$ cat config.mk
export PLATFORM = sky130hd
export DESIGN_NAME = keypad_entry_decoder
export DESIGN_NICKNAME = d
export VERILOG_FILES = /design/src/rtl/keypad_pkg.sv /design/src/rtl/key_debouncer.sv /design/src/rtl/keypad_entry_decoder.sv
export SDC_FILE = /design/constraint.sdc
export NUM_CORES = 1
export LEC_CHECK = 0
export ABC_AREA = 1
export BUFFER_PORTS_ARGS = -buffer_cell sky130_fd_sc_hd__clkbuf_2
export CORE_ASPECT_RATIO = 0.5
export CORE_MARGIN = 3
export CORE_UTILIZATION = 50
export CTS_CLUSTER_SIZE = 40
export DETAILED_ROUTE_END_ITERATION = 12
export PLACE_DENSITY = 0.82
export SYNTH_ARGS = -nofsm -noshare
export SYNTH_HDL_FRONTEND = slang
export SYNTH_SLANG_ARGS = --single-unit
export TNS_END_PERCENT = 10
$ cat constraint.sdc
create_clock -name clock -period 2.2 [get_ports clock]
set_input_delay 0.22 -clock clock [delete_from_list [all_inputs] [get_ports clock]]
set_output_delay 0.22 -clock clock [all_outputs]
set_load 0.01 [all_outputs]
$ cat src/rtl/keypad_pkg.sv
// Shared keypad definitions: key codes, entry FSM states
// and code classification helpers.
package keypad_pkg;

    localparam logic [3:0] KEY_IDLE      = 4'd13;
    localparam logic [3:0] KEY_BACKSPACE = 4'd10;
    localparam logic [3:0] KEY_ENTER     = 4'd11;
    localparam logic [3:0] KEY_DIGIT_MAX = 4'd9;

    typedef enum logic {
        ENTRY,
        HOLD
    } entry_state_t;

    function automatic logic is_key(input logic [3:0] code);
        return code <= KEY_ENTER;
    endfunction

    function automatic logic is_digit(input logic [3:0] code);
        return code <= KEY_DIGIT_MAX;
    endfunction

    // Codes 12, 14 and 15 never come from a healthy encoder.
    function automatic logic [3:0] sanitize(input logic [3:0] code);
        return is_key(code) ? code : KEY_IDLE;
    endfunction

endpackage

$ cat src/rtl/key_debouncer.sv
// Input register, debounce counter, stable code and
// one-pulse-per-press generation for the keypad code.
module key_debouncer
    import keypad_pkg::*;
#(
    parameter int DEBOUNCE_CYCLES = 16
) (
    input  logic       clock,
    input  logic       reset,
    input  logic [3:0] key_code,
    output logic [3:0] stable_code,
    output logic       press,
    output logic       key_valid,
    output logic [3:0] key_value
);

    localparam int CNT_W = $clog2(DEBOUNCE_CYCLES + 1);
    localparam logic [CNT_W-1:0] CNT_MAX  = CNT_W'(DEBOUNCE_CYCLES);
    localparam logic [CNT_W-1:0] CNT_LOAD = CNT_W'(DEBOUNCE_CYCLES - 1);

    logic [3:0]       sample;
    logic [3:0]       sync_code;
    logic [3:0]       prev_stable;
    logic [CNT_W-1:0] cnt;
    logic             same;

    assign sample = sanitize(key_code);
    assign same   = (sample == sync_code);

    // A new key, or a key after idle, is a press; holding is not.
    assign press = (stable_code != prev_stable) && is_key(stable_code);

    always_ff @(posedge clock or posedge reset) begin
        if (reset) begin
            sync_code   <= KEY_IDLE;
            cnt         <= '0;
            stable_code <= KEY_IDLE;
            prev_stable <= KEY_IDLE;
            key_valid   <= 1'b0;
            key_value   <= 4'd0;
        end else begin
            sync_code   <= sample;
            prev_stable <= stable_code;
            key_valid   <= press;
            if (!same) begin
                cnt <= '0;
            end else if (cnt != CNT_MAX) begin
                cnt <= cnt + CNT_W'(1);
            end
            if (same && cnt == CNT_LOAD) begin
                stable_code <= sync_code;
            end
            if (press) begin
                key_value <= stable_code;
            end
        end
    end

endmodule

$ cat src/rtl/keypad_entry_decoder.sv
// Keypad consumer: debounced press events, one-hot decode
// and a BCD digit entry buffer held until acknowledged.
module keypad_entry_decoder
    import keypad_pkg::*;
#(
    parameter int DEBOUNCE_CYCLES = 16,
    parameter int MAX_DIGITS      = 4
) (
    input  logic                              clock,
    input  logic                              reset,
    input  logic [3:0]                        key_code,
    input  logic                              entry_ack,
    output logic [11:0]                       key_onehot,
    output logic                              key_valid,
    output logic [3:0]                        key_value,
    output logic [4*MAX_DIGITS-1:0]           digits,
    output logic [$clog2(MAX_DIGITS+1)-1:0]   digit_count,
    output logic                              entry_ready,
    output logic                              overflow
);

    localparam int DW = 4 * MAX_DIGITS;
    localparam int CW = $clog2(MAX_DIGITS + 1);
    localparam logic [CW-1:0] FULL = CW'(MAX_DIGITS);

    logic [3:0]   stable_code;
    logic         press;
    entry_state_t state;

    key_debouncer #(
        .DEBOUNCE_CYCLES(DEBOUNCE_CYCLES)
    ) u_debouncer (
        .clock      (clock),
        .reset      (reset),
        .key_code   (key_code),
        .stable_code(stable_code),
        .press      (press),
        .key_valid  (key_valid),
        .key_value  (key_value)
    );

    // Buffer and overflow act on the same edge that raises key_valid.
    always_ff @(posedge clock or posedge reset) begin
        if (reset) begin
            state       <= ENTRY;
            key_onehot  <= '0;
            digits      <= '0;
            digit_count <= '0;
            entry_ready <= 1'b0;
            overflow    <= 1'b0;
        end else begin
            overflow   <= 1'b0;
            key_onehot <= is_key(stable_code) ?
                          (12'd1 << stable_code) : 12'd0;
            unique case (state)
                ENTRY: begin
                    if (press) begin
                        unique case (1'b1)
                            is_digit(stable_code): begin
                                if (digit_count != FULL) begin
                                    digits      <= (digits << 4)
                                                 | DW'(stable_code);
                                    digit_count <= digit_count + CW'(1);
                                end else begin
                                    overflow <= 1'b1;
                                end
                            end
                            stable_code == KEY_BACKSPACE: begin
                                if (digit_count != '0) begin
                                    digits      <= digits >> 4;
                                    digit_count <= digit_count - CW'(1);
                                end
                            end
                            stable_code == KEY_ENTER: begin
                                if (digit_count != '0) begin
                                    entry_ready <= 1'b1;
                                    state       <= HOLD;
                                end
                            end
                            default: ;
                        endcase
                    end
                end
                HOLD: begin
                    if (entry_ack) begin
                        digits      <= '0;
                        digit_count <= '0;
                        entry_ready <= 1'b0;
                        state       <= ENTRY;
                    end
                end
                default: state <= ENTRY;
            endcase
        end
    end

endmodule

==> summary.txt, run 1 <==
Outcome
  – Outcome: finished clean

Route
  – Via/cell ratio: 5.155
  – Detailed-route via count: 2165
  – 1st-iter DRT viols: 161
  – Final wirelength: 5475 um
  – Pre-Repair DR Iteration Count: 4
  – Wirelength per Cell: ~13 um
  – DRT antenna net count: 0
  – Residual DRC: 0

Setup path
  – Crit path required time: 2.45 ns
  – Crit end category: flip-flop
  – Setup Crit Path Kind: flip-flop to flip-flop
  – Worst-path maximum fanout: 3
  – WP data arrival: approximately 2.2 ns
  – Type of origin of the critical path: flip-flop

Global route
  – Largest net degree at the start of global routing: 32
  – Vias in the first global route: 2031
  – Initial antenna violation count: 0
  – First-pass GRT wire length: 9356 um
  – GRT Total Usage: a little under a fifth
  – GR Overflow Total: 0

STA
  – Slew HR: 61.17%
  – Setup TNS: 0 ns
  – Unrepaired setup endpoints after global routing: false
  – Worst hold slack: 0.02494 ns
  – Period minus WS final: 1.988 ns
  – Final Max Tran Viols: 0
  – Final Hold Viols: 0
  – Final Cycle Share: between 90 and 100%
  – Final setup violation count: 0
  – Worst Clk Skew: 0.005070 ns
  – Fmax: just over 500 MHz
  – Worst slew pin tran: 0.5816 ns

CTS
  – CTS H-tree lvls: 2
  – CTS buffer count: 5
  – Clock latency on the worst-skew pair: roughly 0.31 ns
  – CTS tree: built
  – Reg clk slew, reported paths: 0.10 ns
  – Buffer depth of the longest clock path: 2
  – CTS sink count: 56
  – Root buffer cell: clkbuf_8

Synth
  – Largest family of logic cells by synthesized area: simple AND/OR/NAND/NOR gates
  – Post-synth cell types: 31
  – Avg Synthesized Cell Area: 8.553 um^2
  – Ys flop type: dfrtp_1
  – Synth Area in XOR/XNOR: 1.011%
  – EDFF count, synth: 0
  – Adder-Cell Fraction of Synth Area: 2.214%
  – Post-synthesis sequential area ratio: 54.33%
  – FF+latch count, synth: 56
  – Syn Inst Count: 304
  – Cell Area, Synth: ~0.0026 mm^2
  – Number of synthesis warnings: 0
  – Post-synthesis mux area share: 0%
  – Post-Syn Nets: 315
  – Synth Area in Compound Gates: between 6 and 7%
  – Ys async rst share: 100.0%
  – Post-synthesis simple-gate area fraction: 27.57%

Layout
  – Antenna Cells: 0
  – Area of the multi-input gates: 964.7 um^2
  – Final nets: ~360
  – Synth-to-layout area growth: 15.30%
  – Storage cell area: 0.001413 mm^2
  – Share of cells above drive strength 1: approximately a quarter
  – Layout fillers: 384

Placed design
  – IO Port Bufs: between 40 and 50
  – HPWL Detailed: about 4000 um
  – Placer Congestion: 0.8607

Floorplanning
  – Die width: 108.0 um
  – Die Span Y: roughly 57 um
  – # rows: 17
  – Initial core utilization: between 50% and 60%
  – Core area: 0.004701 mm^2
  – IO Count: 45
  – Die ar.: 0.006154 mm^2

Power and ir drop
  – Power Dens Cells: 574.8 mW/mm^2
  – Pleak: 0.001592 uW
  – Max VDD drop: 294.7 uV

Hold path
  – HP Class: input pin to flip-flop

Flow run
  – Max cap viols: 0
## area by class of cell
cell class / instances / area share, %
clock buffer: 5 / 2.295
sequential: 56 / 47.12
multi-input combinational: 203 / 32.18
timing repair buffer: 56 / 10.85
inverter: 31 / 3.881
tap: 66 / 2.755
clock inverter: 3 / 0.9182
## synth_stat cells (all sizes together) (2+ instances only)
master,number,area share (%)
a21oi,11,2.1
buf,10,3.5
clkbuf,4,0.58
dfrtp,47,45
dfstp,9,9.1
ha,3,1.4
inv,31,4.5
nand2,93,14
nand3,24,5.0
nand4,4,0.96
nor2,35,5.4
nor3,7,1.3
o21ai,15,3.0
xor2,2,0.67
## worst paths after layout
path	start	endpoint	slack (ns)	depth (start not counted)
setup / recovery	u_debouncer.stable_code[0]$_DFFE_PP1P_	digit_count[2]$_DFFE_PP0P_	0.21	9
hold / removal	key_code[3]	u_debouncer.sync_code[3]$_DFF_PP1_	0.02	1
setup reg to reg	u_debouncer.stable_code[0]$_DFFE_PP1P_	digit_count[2]$_DFFE_PP0P_	0.21	9
hold reg to reg	u_debouncer.key_value[0]$_DFFE_PP0P_	u_debouncer.key_value[0]$_DFFE_PP0P_	0.50	2
max in group asynchronous	reset	u_debouncer.sync_code[2]$_DFF_PP1_	1.08	4
min in group asynchronous	reset	digits[10]$_DFFE_PP0P_	0.50	3
## power breakdown
group | switching [uW] | total [uW] | internal, uW
combinational | 52.9 | 81.1 | 28.2
clock | 355 | 589 | 235
sequential | 10.3 | 1050 | 1040
total | 418 | 1720 | 1310
## metrics by stage
| stage | power [uW] | std cells | utilization (%) | instance area, um^2 | setup WS (ns) |
|---|---|---|---|---|---|
| floorplan | 1122 | 304 | - | 2600 | 0.01580 |
| global placement | 1149 | 410 | 61.35 | 2884 | 0.2929 |
| global route | 1797 | 420 | 63.77 | 2998 | 0.09588 |
| finish | 1723 | 420 | 63.77 | 2998 | 0.2116 |
| detailed placement | 1153 | 410 | 61.35 | 2884 | 0.1996 |
| CTS | 1737 | 419 | 63.61 | 2990 | 0.1657 |
## sequential cells by signal, summed over array words and instances, names as in the netlist
name and cells:
u_debouncer.prev_stable 4, u_debouncer.key_valid 1, key_onehot 12, u_debouncer.key_value 4
u_debouncer.cnt 5, u_debouncer.stable_code 4, digit_count 3, u_debouncer.sync_code 4
state 1, digits 16, overflow 1, entry_ready 1
## layer usage
metal,share of wire [%],global-route usage (%),vias up
met5,0,0,-
met4,0.88,3.777,0
met2,46,31.45,71
li1,-,-,1053
met3,6.9,4.181,6
met1,46,26.53,1035
## critical path, cell delays in order (launching register included)
cell and delay [ns]:
dfstp_2 0.56, nor2_1 0.05, nand2_1 0.07, inv_1 0.06, fa_1 0.39, xnor2_1 0.15, or2_2 0.31, a21oi_1 0.14
nand3_1 0.10, nand2_1 0.09
## cells by family after synthesis
group           after synthesis
simple gates                166
flops                        56
buf+inv                      45
compound gates               30
fa+ha+maj                     4
xor+xnor                      3
## cells in the final DEF, fill, tap and decap left out, drive strengths merged, types with 7 or more instances in the layout
cell	count
o21ai	15
dfrtp	47
buf	11
dfstp	9
nand2	93
nor2	35
clkbuf	49
a21oi	11
nor3	7
inv	32
nand3	24
## what timing repair did
item                       in CTS  in global routing
hold endpoints to repair       25                  0
hold buffers                    1                  0
buffers inserted                0                  1
resized for setup               0                  0
setup endpoints to repair       0                  1
(Power assumes the default switching activity.)
==> run 2: changes to the inputs <==
ABC_AREA = not set   (was 1)
==> run 2 against run 1 <==
  * Routed wire length decreased by 2.2%
  * Clock-buffer cell count increased by 3
  * Register-to-register slack got worse by 0.12 ns
  * Hold slack improved by 0.022 ns
  * Sequential power about the same
  * Critical path type unchanged
==> summary.txt, run 2 <==
Outcome
  – Outcome: finished clean

Synth
  – Post-synthesis sequential area ratio: 55.92% (+1.6 points)
  – Cell Area, Synth: 0.002526 mm^2 (-2.8%)
  – FF+latch count, synth: 56 (unchanged)
  – Post-synth cell types: 47 (+52%)
  – Area share of the largest cell type after synthesis: 46.56% (+1.3 points)
  – Ys flop type: dfrtp_1
  – Post-Syn Nets: 234 (-26%)
  – Number of synthesis warnings: 0 (unchanged)
  – Avg Synthesized Cell Area: 11.33 um^2 (+32%)
  – Synth top cells by count: dfrtp_1 (47), nand2_1 (20), nor2_1 (17)
  – Top-count cell post-synth: dfrtp_1
  – Largest cells by area after synthesis: dfrtp_1 (47%), dfstp_2 (9.4%), mux2i_1 (3.6%)
  – Synth area leader: dfrtp_1
  – EDFF count, synth: 0 (unchanged)
  – Ys async rst share: 100.0% (unchanged)
  – Syn Inst Count: 223 (-27%)

Setup path
  – Critical Path End: digit_count[2]$_DFFE_PP0P_
  – Crit-path leading delay family: flip-flops
  – CP Cell Sequence: nand4bb_1, inv_2, fa_1, or3_1, a211oi_2, xnor2_1, o21ai_1
  – CP bufs+invs: 1 (unchanged)
  – Worst r2r src: u_debouncer.stable_code[0]$_DFFE_PP1P_
  – WP data arrival: 2.30 ns (+0.06 ns)
  – R2R cell count: 7 (-2)
  – Max incr delay on CP: 0.56 ns (about the same)
  – Crit path required time: 2.40 ns (-0.05 ns)
  – Worst-path maximum fanout: 3 (unchanged)
  – Setup Crit Path Kind: flip-flop to flip-flop
  – Crit end category: flip-flop
  – Critical path origin: u_debouncer.stable_code[0]$_DFFE_PP1P_
  – Crit path max-delay cell type: dfstp_2
  – Type of origin of the critical path: flip-flop
  – Critical Path Stages: 7 (-2)
  – R2R setup slack: 0.09 ns (-0.12 ns)
  – FF-to-FF End: digit_count[2]$_DFFE_PP0P_

STA
  – Final Cycle Share: 95.81% (+5.4 points)
  – Final worst slack: 0.09224 ns (-0.1193 ns)
  – Slew HR: 59.61% (-1.6 points)
  – Fmax: 474.4 MHz (-5.7%)
  – Period minus WS final: 2.108 ns (+0.1193 ns)
  – Final Max Tran Viols: 0 (unchanged)
  – Worst Clk Skew: 0.008633 ns (+0.003563 ns)
  – Final Hold Viols: 0 (unchanged)
  – Unrepaired setup endpoints after global routing: true
  – Final setup violation count: 0 (unchanged)
  – Worst slew pin tran: 0.6050 ns (+0.02343 ns)

CTS
  – CTS tree: built
  – CTS sink count: 56 (unchanged)
  – Root buffer cell: clkbuf_8
  – Clock latency on the worst-skew pair: 0.31 ns (about the same)
  – Post CTS Setup Buffer Count: 0 (unchanged)
  – CTS H-tree lvls: 2 (unchanged)
  – CTS buffer count: 5 (unchanged)
  – Reg clk slew, reported paths: 0.10 ns (about the same)
  – Buffer depth of the longest clock path: 2 (unchanged)

Layout
  – Antenna Cells: 0 (unchanged)
  – Max reg flops: 16 (unchanged)
  – Share of cells above drive strength 1: 31.16% (+6.9 points)
  – Commonest non-fill, non-tap cell in the layout: dfrtp_1
  – Final nets: 286 (-21%)
  – Most frequent cells in the layout: dfrtp_1 (47), clkbuf_2 (44), nand2_1 (20)
  – Reg with most FFs: digits
  – Synth-to-layout area growth: 18.52%
  – Largest regs: digits x16, key_onehot x12, u_debouncer.cnt x5
  – Design area: 0.002994 mm^2 (-0.13%)
  – Final std cells w/o fill: 342 (-19%)

Route
  – Final wirelength: 5352 um (-2.2%)
  – DRT antenna net count: 0 (unchanged)
  – 1st-iter DRT viols: 77 (-52%)
  – Residual DRC: 0 (unchanged)
  – Detailed-route via count: 1886 (-13%)
  – Via/cell ratio: 5.515 (+7.0%)
  – Wirelength per Cell: 15.65 um (+20%)
  – Pre-Repair DR Iteration Count: 5 (+1)

Placed design
  – IO Port Bufs: 44 (unchanged)
  – DP Worst Slack: 0.1065 ns (-0.09311 ns)
  – Placer Congestion: 0.8558 (-0.57%)
  – Dpl cell area: 0.002879 mm^2 (-0.17%)
  – HPWL Detailed: 3903 um (-4.2%)
  – Dpl cells: 333 (-19%)

Global route
  – GRT Total Usage: 19.56% (+0.48 points)
  – Initial antenna violation count: 0 (unchanged)
  – GR Overflow Total: 0 (unchanged)
  – Vias in the first global route: 1948 (-4.1%)
  – Largest net degree at the start of global routing: 30 (-6.3%)
  – First-pass GRT wire length: 9390 um (+0.36%)

Floorplanning
  – Die Span Y: 56.26 um (-1.3%)
  – Initial core utilization: 54.48% (-0.83 points)
  – # rows: 17 (unchanged)
  – IO Count: 45 (unchanged)
  – Die width: 106.5 um (-1.4%)
  – Die ar.: 0.005993 mm^2 (-2.6%)
  – Core area: 0.004637 mm^2 (-1.4%)

Flow run
  – Max cap viols: 0 (unchanged)

Power and ir drop
  – Max VDD drop: 255.2 uV (-13%)
  – Power Dens Cells: 582.8 mW/mm^2 (+1.4%)
  – Pleak: 0.001526 uW (-4.1%)
  – Total power: 1745 uW (+1.3%)

Hold path
  – HP Class: input pin to flip-flop
==> run 2: cell count changes in the layout (fill, tap and decap cells not counted), moves of 5 or more <==
cell and delta:
nand3_1 -19, o21ai_0 -12, nor2_1 -14, o211ai_1 +8
nand2_1 -71, mux2_2 +6, or3b_1 +9, a21oi_1 -7
inv_1 -17, o2bb2ai_1 +6, xnor2_1 +5, mux2i_1 +9
==> run 2: worst min path at each step <==
| stage | startpoint | to | cells past startpoint |
|---|---|---|---|
| final | key_code[3] | u_debouncer.sync_code[3]$_DFF_PP1_ | 1 |
| after detailed placement | reset | key_onehot[0]$_DFF_PP0_ | 2 |
| after CTS | key_code[3] | u_debouncer.sync_code[3]$_DFF_PP1_ | 1 |
| after global routing | key_code[3] | u_debouncer.sync_code[3]$_DFF_PP1_ | 1 |
| after floorplan | key_code[2] | u_debouncer.sync_code[2]$_DFF_PP1_ | 1 |
| after global placement | reset | key_onehot[9]$_DFF_PP0_ | 2 |
==> run 2: metal layers <==
metal | wire length, um | global-route usage [%]
met5 | 0 | 0
met4 | 47 | 5.647
met3 | 237 | 4.707
met2 | 2673 | 32.76
met1 | 2393 | 25.58
==> run 2: repair_timing <==
item / in CTS / in global routing
hold endpoints to repair: 19 / 0
resized for setup: 0 / 1
setup endpoints to repair: 0 / 13
hold buffers: 1 / 0
==> run 2: power breakdown <==
group          switching, uW  internal [uW]
Combinational           46.3           32.7
Clock                    318            288
Sequential              14.8           1050
Total                    379           1370
==> run 2: layout make-up <==
cell class | count | area (um^2)
multi-input cells | 142 | 1013
well taps | 66 | 82.58
repair buffers | 58 | 340.3
clock buffers | 8 | 100.1
inverters | 12 | 45.04
flip-flops and latches | 56 | 1413
fillers | 357 | 1643
==> run 2: cells by family after synthesis <==
| kind of cell | Yosys count | share of synthesized area, % |
|---|---|---|
| AO/OA/AOI/OAI | 36 | 11.00 |
| flip-flops | 56 | 55.92 |
| XOR/XNOR | 11 | 3.814 |
| buffers and inverters | 25 | 4.160 |
| adder cells (fa/ha/maj) | 4 | 2.279 |
| multiplexers | 15 | 6.241 |
| AND/OR/NAND/NOR | 76 | 16.59 |
==> run 2: per-stage QoR <==
step | setup TNS [ns] | util, % | hold slack (ns)
2_1_floorplan | 0 | - | 0.2978
6_report | 0 | 64.57 | 0.04663
5_1_grt | -0.004919 | 64.57 | 0.03055
3_3_place_gp | 0 | 62.09 | 0.3002
3_5_place_dp | 0 | 62.09 | 0.3105
4_1_cts | 0 | 64.46 | 0.04490
==> run 3: changes to the inputs <==
--- a/constraint.sdc
+++ b/constraint.sdc
@@ -3,2 +3,2 @@
 set_output_delay 0.22 -clock clock [all_outputs]
-set_load 0.01 [all_outputs]
+set_load 0.1 [all_outputs]
==> run 3 against run 2 <==
  * Global-route usage barely moved
  * Power is 2.2% higher
  * First-iteration DRC count up 16%
  * Sequential share of layout area is 0.13 points lower
  * Clock skew down 0.0012 ns
  * Cell count up 0.88%
  * Setup slack improved by 0.030 ns
  * Sequential power barely moved
  * Cell area increased by 0.46%
  * Clock power is 3.6% lower
  * Non-clock buffer count is 3 higher
  * Register-to-register slack better by 0.03 ns
  * Largest power group unchanged
==> summary.txt, run 3 (synthesis gave the netlist of run 2 again) <==
Hold path
  – Hold Path End: u_debouncer.sync_code[3]$_DFF_PP1_
  – Worst hold path depth: 1 (unchanged)
  – HP Class: input pin to flip-flop
  – Min-delay src: key_code[3]

Layout
  – Storage cell area: 0.001415 mm^2 (+0.18%)
  – Max reg flops: 16 (unchanged)
  – Layout fillers: 363 (+1.7%)
  – Final nets: 289 (+1.0%)
  – Most frequent cells in the layout: dfrtp_1 (45), clkbuf_2 (44), nand2_1 (20)
  – Commonest non-fill, non-tap cell in the layout: dfrtp_1
  – Synth-to-layout area growth: 19.07%
  – Final std cells w/o fill: 345 (+0.88%)
  – Largest regs: digits x16, key_onehot x12, u_debouncer.cnt x5
  – Share of cells above drive strength 1: 32.62% (+1.5 points)
  – Antenna Cells: 0 (unchanged)
  – Reg with most FFs: digits
  – Area of the multi-input gates: 0.001008 mm^2 (-0.49%)

Global route
  – Initial antenna violation count: 0 (unchanged)
  – First-pass GRT wire length: 9425 um (+0.37%)
  – Largest net degree at the start of global routing: 32 (+6.7%)
  – Vias in the first global route: 2017 (+3.5%)
  – GR Overflow Total: 0 (unchanged)
  – GRT Total Usage: 19.59% (+0.034 points)

Power and ir drop
  – Combinational Power Share: 7.9% (+3.4 points)
  – Sw Ratio: 25.17% (+3.5 points)
  – Clock Power Share: 32.7% (-2.0 points)
  – Pleak: 0.001531 uW (+0.29%)
  – Max VDD drop: 269.8 uV (+5.7%)
  – Switching power: 449.1 uW (+19%)
  – Power Dens Cells: 593.1 mW/mm^2 (+1.8%)
  – Internal Power: 1335 uW (-2.3%)
  – Sequential share of power: 59.4% (-1.4 points)
  – Total power: 1784 uW (+2.2%)

Floorplanning
  – Die ar.: 0.005993 mm^2 (unchanged)
  – Initial core utilization: 54.48% (unchanged)
  – # rows: 17 (unchanged)
  – Die width: 106.5 um (unchanged)
  – Core area: 0.004637 mm^2 (unchanged)
  – IO Count: 45 (unchanged)
  – Die Span Y: 56.26 um (unchanged)

Setup path
  – Max incr delay on CP: 0.54 ns (-0.02 ns)
  – CP Cell Sequence: nand4bb_1, inv_2, fa_1, or3_1, a211oi_2, xnor2_1, o21ai_1
  – Type of origin of the critical path: flip-flop
  – Crit path required time: 2.40 ns (about the same)
  – WP data arrival: 2.28 ns (-0.02 ns)
  – Worst-path maximum fanout: 2 (-1)
  – CP bufs+invs: 1 (unchanged)
  – Setup Crit Path Kind: flip-flop to flip-flop
  – Crit end category: flip-flop
  – Worst r2r src: u_debouncer.stable_code[2]$_DFFE_PP1P_
  – R2R cell count: 7 (unchanged)
  – R2R setup slack: 0.12 ns (+0.03 ns)
  – Crit-path leading delay family: simple AND/OR/NAND/NOR gates
  – Crit path max-delay cell type: dfstp_2
  – FF-to-FF End: digit_count[2]$_DFFE_PP0P_

Placed design
  – Placer Congestion: 0.8151 (-4.8%)
  – DP Worst Slack: 0.1210 ns (+0.01448 ns)
  – Dpl cells: 335 (+0.60%)
  – HPWL Detailed: 3917 um (+0.34%)
  – IO Port Bufs: 44 (unchanged)

STA
  – Final Hold Viols: 0 (unchanged)
  – Setup TNS: 0 ns (unchanged)
  – Worst Clk Skew: 0.007455 ns (-0.001178 ns)
  – Worst slew pin tran: 0.6571 ns (+0.05213 ns)
  – Final worst slack: 0.1218 ns (+0.02960 ns)
  – Period minus WS final: 2.078 ns (-0.02960 ns)
  – Slew HR: 56.13% (-3.5 points)
  – Final Cycle Share: 94.46% (-1.3 points)
  – Final Max Tran Viols: 0 (unchanged)
  – Worst hold slack: 0.04636 ns (-0.0002645 ns)
  – Unrepaired setup endpoints after global routing: false
  – Final setup violation count: 0 (unchanged)
  – Fmax: 481.2 MHz (+1.4%)

Route
  – Residual DRC: 0 (unchanged)
  – Final wirelength: 5445 um (+1.7%)
  – Detailed-route via count: 1898 (+0.64%)
  – DRT antenna net count: 0 (unchanged)
  – 1st-iter DRT viols: 89 (+16%)
  – Wirelength per Cell: 15.78 um (+0.85%)
  – Via/cell ratio: 5.501 (-0.24%)
  – Pre-Repair DR Iteration Count: 4 (-1)

CTS
  – CTS H-tree lvls: 2 (unchanged)
  – Clock latency on the worst-skew pair: 0.31 ns (about the same)
  – CTS sink count: 56 (unchanged)
  – Reg clk slew, reported paths: 0.10 ns (about the same)
  – Root buffer cell: clkbuf_8
  – Post-CTS sizing: 0 (unchanged)
  – Buffer depth of the longest clock path: 2 (unchanged)
  – CTS buffer count: 5 (unchanged)
  – CTS tree: built

Outcome
  – Outcome: finished clean

Flow run
  – Max cap viols: 0 (unchanged)
## run 3: cell count changes in the layout (fill, tap and decap cells not counted), sizes merged
cell / before / now
buf: 13 / 16
clkinvlp: 0 / 1
clkbuf: 52 / 51
## run 3: area by class of cell
class,instances,area share (%)
sequential,56,47.05
inverter,12,1.498
tap,66,2.745
clock buffer,7,2.870
multi-input combinational,142,33.53
timing repair buffer,61,12.06
clock inverter,1,0.2496
## run 3: how the worst max path moves through the flow
stage / start / end / slack, ns / depth (start not counted)
6_report: u_debouncer.stable_code[2]$_DFFE_PP1P_ / digit_count[2]$_DFFE_PP0P_ / 0.12 / 7
5_1_grt: u_debouncer.stable_code[0]$_DFFE_PP1P_ / digits[1]$_DFFE_PP0P_ / 0.0003 / 7
4_1_cts: u_debouncer.stable_code[2]$_DFFE_PP1P_ / digits[1]$_DFFE_PP0P_ / 0.1 / 7
3_5_place_dp: u_debouncer.stable_code[2]$_DFFE_PP1P_ / digits[1]$_DFFE_PP0P_ / 0.12 / 7
3_3_place_gp: u_debouncer.stable_code[2]$_DFFE_PP1P_ / digits[6]$_DFFE_PP0P_ / 0.18 / 7
2_1_floorplan: u_debouncer.stable_code[2]$_DFFE_PP1P_ / digit_count[2]$_DFFE_PP0P_ / 0.04 / 8
## run 3: timing repair
action                                  in CTS  in global routing
endpoints found under the setup margin       0                  7
hold buffers                                 1                  0
buffers inserted                             0                  1
endpoints found under the hold margin       10                  0
## run 3: layer usage
metal	GRT usage, %	part of all wire [%]	up-vias
met3	4.133	5.3	8
met4	7.104	1.1	0
met2	33.57	51	50
li1	-	-	889
met5	0	0	-
met1	24.83	43	951
## run 3: metrics by stage
step           area (um^2)  util (%)
6_report              3008     64.87
3_3_place_gp          2897     62.47
3_5_place_dp          2897     62.47
5_1_grt               3008     64.87
4_1_cts               3000     64.71
2_1_floorplan         2529         -
## run 3: power by group through the flow
stage          registers, uW  logic, uW  clock network (uW)
2_1_floorplan           1140       44.9                   0
3_3_place_gp            1080        137                   0
3_5_place_dp            1080        141                   0
4_1_cts                 1060        143                 597
5_1_grt                 1060        151                 634
6_report                1060        140                 584
